### src/rtl/ram_arb_pkg.sv
// Shared definitions for the two-requester RAM arbiter: requester ids,
// the read-return tag and the grant function.
package ram_arb_pkg;

    localparam logic ARB_ID_A = 1'b0;
    localparam logic ARB_ID_B = 1'b1;

    // Tag that follows a read through the RAM so its data can be steered back.
    typedef struct packed {
        logic valid;
        logic id;
    } arb_tag_t;

    // Grant vector {b, a}. A lone requester always wins; on contention the
    // lock owner wins if a lock is held, otherwise the priority holder.
    function automatic logic [1:0] arb_grant(
        input logic a_req,
        input logic b_req,
        input logic pri,
        input logic lock,
        input logic owner
    );
        logic [1:0] grant;
        logic       b_wins;
        b_wins = lock ? (owner == ARB_ID_B) : (pri == ARB_ID_B);
        case ({a_req, b_req})
            2'b10:   grant = 2'b01;
            2'b01:   grant = 2'b10;
            2'b11:   grant = b_wins ? 2'b10 : 2'b01;
            default: grant = 2'b00;
        endcase
        return grant;
    endfunction

endpackage

### src/rtl/ram_arb.sv
// Round-robin arbiter with optional burst lock sharing one single-port
// registered-read RAM between requesters A and B. The winning command is
// registered onto the RAM port and read data is steered back by a 2-stage tag.
module ram_arb
    import ram_arb_pkg::*;
#(
    parameter int  SIZE    = 256,
    parameter int  DATA_WD = 8,
    localparam int SIZE_WD = $clog2(SIZE)
) (
    input  logic               clk,
    input  logic               rst,
    input  logic               a_req_i,
    input  logic               a_wr_i,
    input  logic               a_lck_i,
    input  logic [SIZE_WD-1:0] a_adr_i,
    input  logic [DATA_WD-1:0] a_dat_i,
    output logic               a_ack_o,
    output logic               a_rd_val_o,
    output logic [DATA_WD-1:0] a_rd_dat_o,
    input  logic               b_req_i,
    input  logic               b_wr_i,
    input  logic               b_lck_i,
    input  logic [SIZE_WD-1:0] b_adr_i,
    input  logic [DATA_WD-1:0] b_dat_i,
    output logic               b_ack_o,
    output logic               b_rd_val_o,
    output logic [DATA_WD-1:0] b_rd_dat_o,
    output logic [SIZE_WD-1:0] ram_adr_o,
    output logic               ram_wr_val_o,
    output logic [DATA_WD-1:0] ram_wr_dat_o,
    output logic               ram_rd_val_o,
    input  logic               ram_rd_val_i,
    input  logic [DATA_WD-1:0] ram_rd_dat_i
);

    logic               pri_r;
    logic               lock_r;
    logic               owner_r;
    arb_tag_t           tag1_r;
    arb_tag_t           tag2_r;

    logic [1:0]         grant_s;
    logic               accept_s;
    logic               win_id_s;
    logic               win_wr_s;
    logic               win_lck_s;
    logic [SIZE_WD-1:0] win_adr_s;
    logic [DATA_WD-1:0] win_dat_s;

    // Grant and winner-command mux; nothing is acknowledged while in reset.
    always_comb begin
        grant_s   = 2'b00;
        win_id_s  = ARB_ID_A;
        win_wr_s  = a_wr_i;
        win_lck_s = a_lck_i;
        win_adr_s = a_adr_i;
        win_dat_s = a_dat_i;
        if (rst) begin
            grant_s = 2'b00;
        end else begin
            grant_s = arb_grant(a_req_i, b_req_i, pri_r, lock_r, owner_r);
        end
        if (grant_s[1]) begin
            win_id_s  = ARB_ID_B;
            win_wr_s  = b_wr_i;
            win_lck_s = b_lck_i;
            win_adr_s = b_adr_i;
            win_dat_s = b_dat_i;
        end else begin
            win_id_s  = ARB_ID_A;
        end
    end

    assign accept_s = grant_s[0] | grant_s[1];
    assign a_ack_o  = grant_s[0];
    assign b_ack_o  = grant_s[1];

    // Priority/lock update on acceptance. A command from the non-owner that
    // slips through while the other side holds a lock (owner idle) leaves the
    // lock and priority untouched: only the owner can release its lock.
    always_ff @(posedge clk) begin
        if (rst) begin
            pri_r   <= ARB_ID_A;
            lock_r  <= 1'b0;
            owner_r <= ARB_ID_A;
        end else if (accept_s && !(lock_r && (win_id_s != owner_r))) begin
            if (win_lck_s) begin
                lock_r  <= 1'b1;
                owner_r <= win_id_s;
            end else begin
                lock_r  <= 1'b0;
                pri_r   <= ~win_id_s;
            end
        end
    end

    // RAM command register: strobes pulse per accepted command, adr/dat hold.
    always_ff @(posedge clk) begin
        if (rst) begin
            ram_adr_o    <= '0;
            ram_wr_dat_o <= '0;
            ram_wr_val_o <= 1'b0;
            ram_rd_val_o <= 1'b0;
        end else begin
            ram_wr_val_o <= accept_s & win_wr_s;
            ram_rd_val_o <= accept_s & ~win_wr_s;
            if (accept_s) begin
                ram_adr_o    <= win_adr_s;
                ram_wr_dat_o <= win_dat_s;
            end
        end
    end

    // Read tag pipeline aligned with the RAM's one-cycle registered read.
    always_ff @(posedge clk) begin
        if (rst) begin
            tag1_r <= '{valid: 1'b0, id: ARB_ID_A};
            tag2_r <= '{valid: 1'b0, id: ARB_ID_A};
        end else begin
            tag1_r <= '{valid: accept_s & ~win_wr_s, id: win_id_s};
            tag2_r <= tag1_r;
        end
    end

    // Return steering; reads in flight across a reset never signal valid.
    assign a_rd_val_o = ~rst & ram_rd_val_i & tag2_r.valid & (tag2_r.id == ARB_ID_A);
    assign b_rd_val_o = ~rst & ram_rd_val_i & tag2_r.valid & (tag2_r.id == ARB_ID_B);
    assign a_rd_dat_o = ram_rd_dat_i;
    assign b_rd_dat_o = ram_rd_dat_i;

endmodule

### config.mk
export PLATFORM = sky130hd
export DESIGN_NAME = ram_arb
export DESIGN_NICKNAME = d
export VERILOG_FILES = /design/src/rtl/ram_arb_pkg.sv /design/src/rtl/ram_arb.sv
export SDC_FILE = /design/constraint.sdc
export NUM_CORES = 1
export LEC_CHECK = 0
export BUFFER_PORTS_ARGS = -buffer_cell sky130_fd_sc_hd__buf_2
export CORE_ASPECT_RATIO = 1.4
export CORE_MARGIN = 2
export CORE_UTILIZATION = 30
export DETAILED_ROUTE_END_ITERATION = 10
export PLACE_DENSITY_LB_ADDON = 0.12
export SLEW_MARGIN = 20
export SYNTH_ARGS = -nofsm -noshare
export SYNTH_HDL_FRONTEND = slang
export SYNTH_SLANG_ARGS = --single-unit
### constraint.sdc
create_clock -name clk -period 1.7 [get_ports clk]
set_input_delay 0.17 -clock clk [delete_from_list [all_inputs] [get_ports clk]]
set_output_delay 0.17 -clock clk [all_outputs]
set_load 0.05 [all_outputs]
==> impl_metrics.yaml <==
grt:
  grt_max_degree: 21
  grt_pass1_wl_um: 4650
  overflow: 0
  antenna_found_initial: 0
  track_usage: 0.131
  grt_pass1_vias: 1060
sta:
  finalHoldViolCount: 0
  fmax_mhz: 605
  finalSetupViolations: 0
  fin_crit_sh: 0.972
  worstMarginPinSlew_ps: 369
  relSlewSlack: 0.752
  min_period_ps: 1650
  rsz0062_at_grt: "true"
  slew_violations: 0
  fin_worst_skew_ps: 2.09
setup_path:
  crit_fanout: 2
  worstPathRequired_ps: 1530
  end_kind: "output port"
  rr_endpoint: "ram_adr_o[0]"
  rrSetupSlack_ps: 160
  worstReg2RegStart: "lock_r"
  crit_type: "flop to output port"
  cp-start-kind: "flop"
  reg2regPathDepth: 7
  cp.arrival_ps: 1480
die:
  coreArea_um2: 3640
  dieArea_um2: 4330
  dieHeight_um: 77.1
  start_util: 0.314
  fp-row-count: 26
  die_w_um: 56.2
  ios: 87
pwr:
  power_density_nw_per_um2: 923
  p_leak_nw: 0.749
  switchingPower_w: 0.000439
  power_frac_comb: 0.268
  p_clk_frac: 0.276
  netSwitchingFraction: 0.318
  total_power_w: 0.00138
  max-vdd-ir-drop_v: 0.000453
  seqPwrFrac: 0.456
  p_int_w: 0.000939
synth:
  synth_seq_area_share: 0.420
  synth_area_leaders: "dfxtp_1 (42%), nor2_1 (16%), buf_4 (11%), nor4_1 (8.7%), mux2i_1 (2.6%)"
  synth_nets: 196
  synth_area_um2: 1140
  synth-seq-cells: 24
  syn_inst: 147
  synth_largest_area_cell: "dfxtp_1"
  yosysUniqueCellTypes: 25
  yosysWarnings: 0
  syn_avg_cell_area_um2: 7.79
  synth_top_cell_area_share: 0.420
routing:
  via_per_inst: 4.64
  wire_per_inst_um: 11.7
  drc: 0
  totalWireLength_um: 2780
  drt_first_iter_violations: 11
  ant_nets: 0
  vias: 1105
  dr.pass1.iters: 4
outcome:
  outcome: "finished, final reports clean"
clocking:
  cts_sinks: 24
  cts_tree: "yes"
  ctsLongestPathBuffers: 2
  insertion_delay_ps: 260
  clkTransAtPathRegs_ps: 80
  cts_buffers: 3
  htreeDepth: 1
  cts_root_buf: "clkbuf_8"
placed_design:
  gp_congestion: 0.737
  dpl.cell_count: 233
  place_hpwl_um: 2150
  io_buffers: 62
final_layout:
  register_area_um2: 483
  nets: 246
  syn_to_final_growth_pct: 30.5
  multi_input_area_um2: 487
  antenna_cells: 0
  n_fill_cell: 403
  drive_above_1_share: 0.429
  instances_no_fill: 238
worst_hold_path:
  min_path_type: "input pin to flop"
  hold_depth: 3
  min_to: "ram_wr_dat_o[2]"
  min-delay-start: "a_dat_i[2]"
flow_run:
  cap_violations: 0
## cell usage in the layout, fill, tap and decap left out, drive strengths merged
| cell | synthesis | layout |
|---|---|---|
| nand2 | 1 | 1 |
| nor3b | 1 | 1 |
| nand2b | 1 | 1 |
| a21oi | 1 | 1 |
| buf | 19 | 70 |
| clkbuf | 6 | 4 |
| inv | 7 | 6 |
| clkinvlp | 0 | 1 |
| a211o | 3 | 3 |
| nor2b | 3 | 3 |
| nor3 | 2 | 2 |
| dfxtp | 24 | 24 |
| mux2i | 3 | 3 |
| o211ai | 1 | 1 |
| and2 | 1 | 1 |
| nand3b | 1 | 1 |
| nand3 | 2 | 2 |
| o21ba | 1 | 1 |
| a21boi | 1 | 1 |
| nor4 | 16 | 16 |
| o221a | 1 | 1 |
| o21ai | 1 | 1 |
| nor2 | 50 | 50 |
| mux2 | 1 | 1 |
## power groups by stage
stage / Sequential [W] / Combinational, W / Clock (W)
after global placement: 0.000639 / 0.000359 / 0
after floorplan: 0.000762 / 0.000226 / 0
final: 0.000629 / 0.000369 / 0.000381
after global routing: 0.000634 / 0.000399 / 0.000424
after CTS: 0.000627 / 0.000369 / 0.000402
after detailed placement: 0.000640 / 0.000363 / 0
## worst max-delay path, stage by stage (launching register included)
cell and delay (ps):
dfxtp_2 340, mux2_4 300, a211o_1 340, clkinvlp_4 100, buf_8 140
## per-stage QoR
stage | setup TNS (ps) | utilization | area, um2 | setup WS (ps) | hold slack [ps]
global placement | 0 | 0.386 | 1410 | 196 | 341
CTS | 0 | 0.405 | 1480 | 17.9 | 169
finish | 0 | 0.410 | 1490 | 47.6 | 174
floorplan | 0 | - | 1160 | 55.7 | 320
detailed placement | 0 | 0.386 | 1410 | 134 | 341
global route | -6.39 | 0.410 | 1490 | -6.39 | 181
## cells by family after synthesis
| logic type | count (synthesis) | share of synthesized area |
|---|---|---|
| mux | 4 | 0.0361 |
| simple gates | 78 | 0.313 |
| flops | 24 | 0.420 |
| compound gates | 9 | 0.0634 |
| buf+inv | 32 | 0.168 |
## worst max-delay path by stage
stage,from,endpoint,slack [ps],cells past startpoint
global route,lock_r,a_ack_o,-6,4
detailed placement,lock_r,pri_r,130,6
floorplan,lock_r,a_ack_o,60,5
global placement,lock_r,a_ack_o,200,4
CTS,lock_r,a_ack_o,20,4
finish,lock_r,a_ack_o,50,4
## sequential cells by signal (all words and copies together) (netlist names)
| signal | cells |
|---|---|
| ram_adr_o | 8 |
| ram_wr_dat_o | 8 |
| tag1_r | 2 |
| tag2_r | 2 |
| lock_r | 1 |
| owner_r | 1 |
| pri_r | 1 |
| ram_wr_val_o | 1 |
## cell usage after synthesis
cell / instances
o221a_2: 1
nor3b_1: 1
mux2_2: 1
a21boi_0: 1
a21oi_1: 1
nor4_1: 16
o21ai_0: 1
mux2i_1: 3
nand3_1: 2
nand2b_1: 1
nor2b_1: 3
nand2_1: 1
clkbuf_1: 6
a211o_1: 3
nor2_1: 50
and2_1: 1
nor3_1: 2
buf_6: 1
o211ai_1: 1
buf_4: 17
buf_2: 1
o21ba_2: 1
dfxtp_1: 24
inv_1: 7
nand3b_1: 1
## timing repair
item,CTS,global route
hold buffers,0,0
setup endpoints to repair,2,2
pin swaps,2,2
resized for setup,6,4
setup buffers,0,1
## routing by layer
metal,share of wire,GRT usage,routed length (um)
met1,0.41,0.159,1140
met2,0.52,0.222,1450
met3,0.060,0.0304,168
met4,0.0083,0.0500,23
met5,0,0,0
## cell type report
class                   instances  area share
clock buffers                   4      0.0369
inverters                       7      0.0201
multi-input cells              91       0.326
flip-flops and latches         24       0.323
well taps                      42      0.0352
repair buffers                 70       0.259
(Power assumes the default switching activity.)
